**config.mk**
```make
export PLATFORM = sky130hd
export DESIGN_NAME = hazard_controller
export DESIGN_NICKNAME = d
export VERILOG_FILES = /design/src/rtl/hazard_pkg.sv /design/src/rtl/md_busy_counter.sv /design/src/rtl/hazard_controller.sv
export SDC_FILE = /design/constraint.sdc
export NUM_CORES = 1
export LEC_CHECK = 0
export ABC_AREA = 1
export BUFFER_PORTS_ARGS = -buffer_cell sky130_fd_sc_hd__buf_2
export CORE_MARGIN = 3
export CORE_UTILIZATION = 43
export CTS_CLUSTER_DIAMETER = 60
export DETAILED_ROUTE_END_ITERATION = 12
export GPL_TIMING_DRIVEN = 1
export PLACE_DENSITY = 0.79
export SLEW_MARGIN = 0
export SYNTH_ARGS = -nofsm -noshare
export SYNTH_HDL_FRONTEND = slang
export SYNTH_SLANG_ARGS = --single-unit
export TNS_END_PERCENT = 1
```
**constraint.sdc**
```tcl
create_clock -name clock -period 2.25 [get_ports clock]
set_input_delay 0.675 -clock clock [delete_from_list [all_inputs] [get_ports clock]]
set_output_delay 0.675 -clock clock [all_outputs]
set_load 0.01 [all_outputs]
```
**src/rtl/hazard_pkg.sv**
```systemverilog
// Shared encodings and helpers for the pipeline hazard controller.
// Forward-select codes, FSM states, register-match functions.
package hazard_pkg;

  typedef enum logic [1:0] {
    RUN      = 2'd0,
    MEM_WAIT = 2'd1,
    MD_BUSY  = 2'd2
  } state_t;

  localparam logic [1:0] FWD_RF = 2'b00;
  localparam logic [1:0] FWD_W  = 2'b01;
  localparam logic [1:0] FWD_M  = 2'b10;

  // M-stage result wins over W-stage; r0 is hardwired and never forwarded
  function automatic logic [1:0] fwd_sel(
    input logic [4:0] src,
    input logic [4:0] wm,
    input logic       rwm,
    input logic [4:0] ww,
    input logic       rww
  );
    if (src != 5'd0 && src == wm && rwm)
      return FWD_M;
    if (src != 5'd0 && src == ww && rww)
      return FWD_W;
    return FWD_RF;
  endfunction

  // true when a non-zero dest matches either decode source
  function automatic logic dst_hit(
    input logic [4:0] dst,
    input logic [4:0] a,
    input logic [4:0] b
  );
    return (dst != 5'd0) && (dst == a || dst == b);
  endfunction

endpackage

```
**src/rtl/md_busy_counter.sv**
```systemverilog
// Mult/div in-flight down-counter.
// Loads on accepted issue, counts down every cycle, saturates at 0.
module md_busy_counter #(
  parameter int MD_LATENCY = 32,
  parameter int CNT_W      = 6
) (
  input  logic             clock,
  input  logic             reset,
  input  logic             load,
  output logic [CNT_W-1:0] cnt,
  output logic             busy
);

  localparam logic [CNT_W-1:0] LOAD_VAL =
    CNT_W'(MD_LATENCY - 1);

  // load has priority; otherwise tick down and hold at zero
  always_ff @(posedge clock) begin
    if (reset)
      cnt <= '0;
    else if (load)
      cnt <= LOAD_VAL;
    else if (cnt != '0)
      cnt <= cnt - CNT_W'(1);
  end

  // busy whenever a result is still pending
  always_comb begin
    busy = (cnt != '0);
  end

endmodule

```
**src/rtl/hazard_controller.sv**
```systemverilog
// Stall/flush/forward sequencer for the 5-stage pipeline.
// Forwarding and stalls are combinational; only FSM and md count are stateful.
module hazard_controller
  import hazard_pkg::*;
#(
  parameter int MD_LATENCY = 32,
  parameter int CNT_W      = 6
) (
  input  logic       clock,
  input  logic       reset,
  input  logic [4:0] RsD,
  input  logic [4:0] RtD,
  input  logic [4:0] RsE,
  input  logic [4:0] RtE,
  input  logic [4:0] WriteRegE,
  input  logic [4:0] WriteRegM,
  input  logic [4:0] WriteRegW,
  input  logic       RegWriteE,
  input  logic       RegWriteM,
  input  logic       RegWriteW,
  input  logic       MemtoRegE,
  input  logic       MemtoRegM,
  input  logic       BranchD,
  input  logic       MdStartE,
  input  logic       MdUseD,
  input  logic       MemReqM,
  input  logic       MemReadyM,
  output logic       StallF,
  output logic       StallD,
  output logic       StallE,
  output logic       StallM,
  output logic       FlushE,
  output logic       FlushW,
  output logic       ForwardAD,
  output logic       ForwardBD,
  output logic [1:0] ForwardAE,
  output logic [1:0] ForwardBE,
  output logic       MdBusy
);

  state_t           state;
  state_t           state_nx;
  logic [CNT_W-1:0] md_cnt;
  logic             md_load;
  logic             memwait;
  logic             lwstall;
  logic             brstall;
  logic             mdstall;

  md_busy_counter #(
    .MD_LATENCY(MD_LATENCY),
    .CNT_W     (CNT_W)
  ) u_md_cnt (
    .clock(clock),
    .reset(reset),
    .load (md_load),
    .cnt  (md_cnt),
    .busy (MdBusy)
  );

  // hazard terms; a new mult/div is only taken when E advances
  always_comb begin
    memwait = MemReqM & ~MemReadyM;
    lwstall = MemtoRegE & (RtE == RsD | RtE == RtD);
    brstall = BranchD &
      ((RegWriteE & dst_hit(WriteRegE, RsD, RtD)) |
       (MemtoRegM & dst_hit(WriteRegM, RsD, RtD)));
    mdstall = MdUseD & (state == MD_BUSY | MdStartE);
    md_load = MdStartE & ~memwait & (state != MD_BUSY);
  end

  // state register
  always_ff @(posedge clock) begin
    if (reset)
      state <= RUN;
    else
      state <= state_nx;
  end

  // next state; the counter keeps running through memory waits
  always_comb begin
    state_nx = state;
    unique case (state)
      RUN: begin
        if (memwait)
          state_nx = MEM_WAIT;
        else if (md_load)
          state_nx = MD_BUSY;
      end
      MEM_WAIT: begin
        if (!memwait) begin
          if (md_load || md_cnt > CNT_W'(1))
            state_nx = MD_BUSY;
          else
            state_nx = RUN;
        end
      end
      MD_BUSY: begin
        if (memwait)
          state_nx = MEM_WAIT;
        else if (md_cnt <= CNT_W'(1))
          state_nx = RUN;
      end
      default: state_nx = RUN;
    endcase
  end

  // stall/flush/forward outputs; freeze beats data stalls
  always_comb begin
    StallF    = 1'b0;
    StallD    = 1'b0;
    StallE    = 1'b0;
    StallM    = 1'b0;
    FlushE    = 1'b0;
    FlushW    = 1'b0;
    ForwardAD = 1'b0;
    ForwardBD = 1'b0;
    ForwardAE = FWD_RF;
    ForwardBE = FWD_RF;
    if (reset) begin
      FlushE = 1'b1;
      FlushW = 1'b1;
    end else begin
      ForwardAE = fwd_sel(RsE, WriteRegM, RegWriteM,
                          WriteRegW, RegWriteW);
      ForwardBE = fwd_sel(RtE, WriteRegM, RegWriteM,
                          WriteRegW, RegWriteW);
      ForwardAD = (RsD != 5'd0) & (RsD == WriteRegM)
                & RegWriteM;
      ForwardBD = (RtD != 5'd0) & (RtD == WriteRegM)
                & RegWriteM;
      if (memwait) begin
        StallF = 1'b1;
        StallD = 1'b1;
        StallE = 1'b1;
        StallM = 1'b1;
        FlushW = 1'b1;
      end else if (lwstall | brstall | mdstall) begin
        StallF = 1'b1;
        StallD = 1'b1;
        FlushE = 1'b1;
      end
    end
  end

endmodule

```
# Yosys cells after proc, flatten, opt, wreduce, memory -nomap -nowiden
# Index checks and enable logic that the tools add are counted.
# Widths: inputs -> output; s select.
dict set report totals {
  register_bits 8
  output_inout_bits 13
}
dict set report op_classes {
  n_addsub 1
  order_cmp 2
  eq_ne 18
  muxes 39
  bitwise 19
  reduce_logical 24
}
# operator count
set ops {}
lappend ops {{$eq 5x5->1} 12}
lappend ops {{$mux 2} 16}
lappend ops {{$reduce_bool 5->1} 6}
lappend ops {{$mux 1} 20}
lappend ops {{$and 1x1->1} 12}
lappend ops {{$logic_and 1x1->1} 10}
lappend ops {{$mux 5} 2}
lappend ops {{$gt 6x1->1 const B} 1}
lappend ops {{$le 6x1->1 const B} 1}
lappend ops {{$pmux 2 s3} 1}
lappend ops {{$reduce_bool 6->1} 1}
lappend ops {{$sub 6x1->6 const B} 1}
lappend ops {{$or 1x1->1} 5}
lappend ops {{$ne 2x2->1 const B} 2}
lappend ops {{$logic_or 1x1->1} 3}
lappend ops {{$ne 3x2->1 const B} 1}
lappend ops {{$ne 3x3->1 const B} 1}
lappend ops {{$reduce_and 3->1} 1}
lappend ops {{$eq 2x1->1 const B} 1}
lappend ops {{$eq 2x2->1 const B} 1}
lappend ops {{$logic_not 2->1} 1}
lappend ops {{$not 1->1} 2}
lappend ops {{$reduce_bool 2->1} 1}
lappend ops {{$reduce_or 2->1} 1}

# Longest topological paths before layout
dict set report depth {
  ltp_word 11
  ltp_mapped 14
}

# Cells and area by module
# From an unflattened synthesis, not the netlist that was laid out.
dict set report unflattened {
  cells_unflattened 267
  area_unflattened_um2 1398.8
}
# mod n_inst cells_each area_each_um2 seq_area_each_um2
set modules_own_cells {}
lappend modules_own_cells {hazard_controller 1 220 1084.8 40.0}
lappend modules_own_cells {md_busy_counter 1 47 314.1 120.1}

# Least setup slack after synthesis
# OpenSTA, ideal clock, no wires.
dict set report synth_path {
  kind {input to output}
  from {input WriteRegM[0]}
  to {output StallF}
  t_arrival_ns 1.651
  required_time_ns 1.575
  slack_ns -0.076
  cell_stages 13
  cell_sequence {buf_4 -> nor2_1 -> nor2_1 -> nor2_1 -> nand3_1 -> nand2_1 -> nand2_1 -> nand2_1 -> nand2_1 -> nand2_1 -> nand2_1 -> nand2_1 -> buf_4}
}
dict set report synth_between {
  elab_chain_len 11
}
# item line_no
set synth_lines {}
lappend synth_lines {{start: declaration} hazard_controller.sv:16} ;# input logic [4:0] WriteRegM,
lappend synth_lines {{$eq 5x5->1} hazard_pkg.sv:36} ;# return (dst != 5'd0) && (dst == a || dst == b);
lappend synth_lines {{$logic_or 1x1->1} hazard_pkg.sv:36}
lappend synth_lines {{$logic_and 1x1->1 *} hazard_pkg.sv:36}
lappend synth_lines {{$and 1x1->1 *} hazard_controller.sv:67} ;# (MemtoRegM & dst_hit(WriteRegM, RsD, RtD)));
lappend synth_lines {{$or 1x1->1 *} hazard_controller.sv:66} ;# ((RegWriteE & dst_hit(WriteRegE, RsD, RtD)) |
lappend synth_lines {{$and 1x1->1 *} hazard_controller.sv:65} ;# brstall = BranchD &
lappend synth_lines {{$or 1x1->1 * (2 in series)} hazard_controller.sv:138} ;# end else if (lwstall | brstall | mdstall) begin
lappend synth_lines {{$mux 1 * (3 in series)} n/a}
lappend synth_lines {{end: declaration} hazard_controller.sv:28} ;# output logic StallF,
# Mark *: on every way between the ends. The rest lies on a longest branch, timed or not.

# Worst setup path after layout
dict set report layout_path {
  from {input RtE[4]}
  to {output ForwardBE[0]}
}
dict set report layout_between {
  elab_chain_len 9
}
# item line_no
set layout_lines {}
lappend layout_lines {{start: declaration} hazard_controller.sv:14} ;# input logic [4:0] RtE,
lappend layout_lines {{$eq 5x5->1 or $reduce_bool 5->1 (tied branches)} {hazard_pkg.sv:25, hazard_pkg.sv:23}}
lappend layout_lines {{$logic_and 1x1->1 (2 in series)} hazard_pkg.sv:25} ;# if (src != 5'd0 && src == ww && rww)
lappend layout_lines {{$mux 1 (2 in series)} hazard_pkg.sv:25}
lappend layout_lines {{$mux 1} hazard_controller.sv:120} ;# if (reset) begin
lappend layout_lines {{$mux 2} hazard_pkg.sv:27} ;# return FWD_RF;
lappend layout_lines {{$mux 2 *} hazard_pkg.sv:25}
lappend layout_lines {{$mux 2 *} hazard_controller.sv:120}
lappend layout_lines {{end: declaration} hazard_controller.sv:37} ;# output logic [1:0] ForwardBE,
# Mark *: on every way between the ends. The rest lies on a longest branch, timed or not. The select of a mux whose other input is x is not followed.

==> flow_summary.yaml <==
route:
  route.vias.total: 1943
  drt-initial-drc-count: 144
  dr_wl_met3_um: 320
  wl_per_cell_um: 13.1
  drt.antenna.violating_nets: 0
  totalWireLength_mm: 4.99
  dr_wl_met2_mm: 2.42
  firstDrtPassIters: 4
  drc_errors: 0
  drt-met1-wl_mm: 2.09
  avgViaCountPerCell: 5.11
  highest_layer: "met4"
yosys:
  synth-main-ff-cell: "dfxtp_1"
  synth_warnings: 0
  syn_area_um2: 1380
  synth-seq-cells: 8
  synth_edf_count: 0
  syn_inst: 257
  synth.distinct_cells: 30
  synth_fp_nets: 306
  ys_async_sr_fraction_pct: 0
  syn_avg_cell_area_um2: 5.38
  yosysSeqAreaShare_pct: 11.6
placed_design:
  placedCellCount: 376
  gp_congestion: 0.876
  numPortBuffers: 59
  dpl.hpwl_mm: 3.55
  post-place-ws_ps: -238
  placed_area_um2: 1890
finish:
  fin_cells: 380
  final_area_um2: 2200
  nFillCells: 235
  n_antenna_cell: 0
  utilization_pct: 75.8
  nets: 389
  syn_to_final_growth_pct: 58.8
  layout-drive-gt1-share_pct: 41.7
floorplan:
  fp.dieH_um: 62.7
  start_util_pct: 47.7
  coreArea_um2: 2900
  rows: 19
  die_w_um: 62.7
  io_pins: 60
  die_area_um2: 3940
sta:
  slew_violations: 0
  clock_skew_ps: 11.2
  setup_slack_ps: -208
  rsz0062_at_grt: "true"
  tightest_slew_ps: 405
  finalHoldViolations: 0
  period_share_pct: 109
  fmax_ghz: 0.407
  relSlewSlack_pct: 72.7
  period_needed_ps: 2460
  setup_viol_count_final: 9
power_and_ir_drop:
  p_comb_share_pct: 62.6
  power.switching_mw: 0.352
  vdd_drop_max_mv: 0.210
  total_power_mw: 0.815
  pwr-share-seq_pct: 23.8
  internal_power_mw: 0.463
  p_leak_nw: 1.20
  p_per_area_nw_per_um2: 371
  clkPwrFrac_pct: 13.5
  netSwitchingFraction_pct: 43.2
critical_path:
  arrival_ps: 1780
  crit_required_ps: 1570
  path_class: "in2out"
  crit_fanout: 5
  end_kind: "output pin"
  critPathLaunchType: "primary input"
grt:
  gr-usage-all-layers_pct: 23.3
  grt_pass1_wl_mm: 7.58
  overflow: 0
  grt_pass1_vias: 1745
  antenna_found_initial: 0
  grt_max_degree: 9
clocking:
  cts_buffer_depth: 2
  clkSinkCount: 8
  insertion_delay_ps: 260
  cts_tree: "done"
  cts_buffers: 3
  postCtsHoldBufs: 0
  htreeDepth: 1
  clkTransAtPathRegs_ps: 50
  root_buffer: "clkbuf_4"
status:
  violations: "negative setup slack"
  status: "complete, but fails checks"
worst_hold_path:
  worstHoldPathType: "reg2reg"
flow_run:
  cap_violations: 0
-- final cells by class --
cell class | count | area (um2) | area share, %
multi-input combinational | 195 | 1120 | 51.0
timing repair buffer | 87 | 654 | 29.8
inverter | 45 | 186 | 8.49
sequential | 8 | 160 | 7.29
tap | 42 | 52.6 | 2.39
clock buffer | 3 | 22.5 | 1.03
-- stage by stage --
stage | setup TNS (ps) | hold WS, ps
after global placement | -1040 | 474
final | -1200 | 496
after floorplan | 0 | 461
after detailed placement | -1130 | 485
after CTS | -562 | 492
after global routing | -1870 | 507
-- worst max-delay path, cell delays in order --
cell and delay [ps]:
buf_2 150, xnor2_2 160, o211ai_1 100, nor3_1 250, nand3_1 140, and3_4 180, buf_2 130
-- cell families after synthesis --
logic type	share of synthesized area, %
AND/OR/NAND/NOR	42.7
buffers and inverters	15.9
AO/OA/AOI/OAI	12.8
XOR/XNOR	15.2
flip-flops	11.6
adder cells (fa/ha/maj)	1.81
-- final timing paths --
kind	start	slack (ps)	end	cells past startpoint
worst min-delay path	u_md_cnt.cnt[0]	500	u_md_cnt.cnt[0]	2
worst max register to register	u_md_cnt.cnt[0]	910	u_md_cnt.cnt[1]	7
worst min register to register	u_md_cnt.cnt[0]	500	u_md_cnt.cnt[0]	2
worst max-delay path	RtE[4]	-210	ForwardBE[0]	7
-- synthesized netlist by cell type (all sizes together) (2+ instances only) --
cell type | number | area (um2)
o21ai | 10 | 50.0
a311oi | 2 | 17.5
nand4 | 6 | 37.5
xor2 | 15 | 131
a211oi | 2 | 15.0
xnor2 | 9 | 78.8
nor4 | 3 | 18.8
a21oi | 8 | 40.0
ha | 2 | 25.0
nand3 | 13 | 65.1
a31oi | 3 | 18.8
nand2 | 81 | 304
o22ai | 2 | 12.5
dfxtp | 8 | 160
nor2 | 27 | 106
buf | 8 | 47.5
nor3 | 6 | 40.0
inv | 45 | 169
-- layout by cell type, fill, tap and decap left out, types with 3 or more instances in the layout --
master,instances
xor2_1,14
nor2_1,20
buf_6,9
nand3_1,11
nor3_2,3
buf_8,4
buf_4,30
clkbuf_4,4
buf_2,40
a31oi_1,3
nand4_1,6
nand2_1,70
xnor2_1,7
nand2_2,11
inv_2,13
inv_1,27
a21oi_1,7
nor3_1,3
inv_4,3
nor2_2,5
dfxtp_1,8
buf_12,3
o21ai_0,8
-- repair_timing --
item                       4_1_cts  5_1_grt
setup endpoints to repair        9        9
pin swaps                       13       26
setup buffers                    1        0
resized for setup               38       48
-- routing by layer --
metal,vias up,GRT usage (%)
li1,974,-
met1,858,29.7
met2,95,40.1
met3,16,2.88
met4,0,7.99
met5,-,0
-- flip-flops by register name, indices dropped and copies added, names as in the netlist --
signal	cells
state	2
u_md_cnt.cnt	6
-- power groups by stage --
stage / Clock [mW] / Sequential [mW] / Combinational, mW
after CTS: 0.110 / 0.194 / 0.462
after floorplan: 0 / 0.192 / 0.281
final: 0.110 / 0.194 / 0.510
after global placement: 0 / 0.196 / 0.424
after global routing: 0.121 / 0.198 / 0.567
after detailed placement: 0 / 0.196 / 0.434
Note: power is estimated with default switching activity, not from simulation.
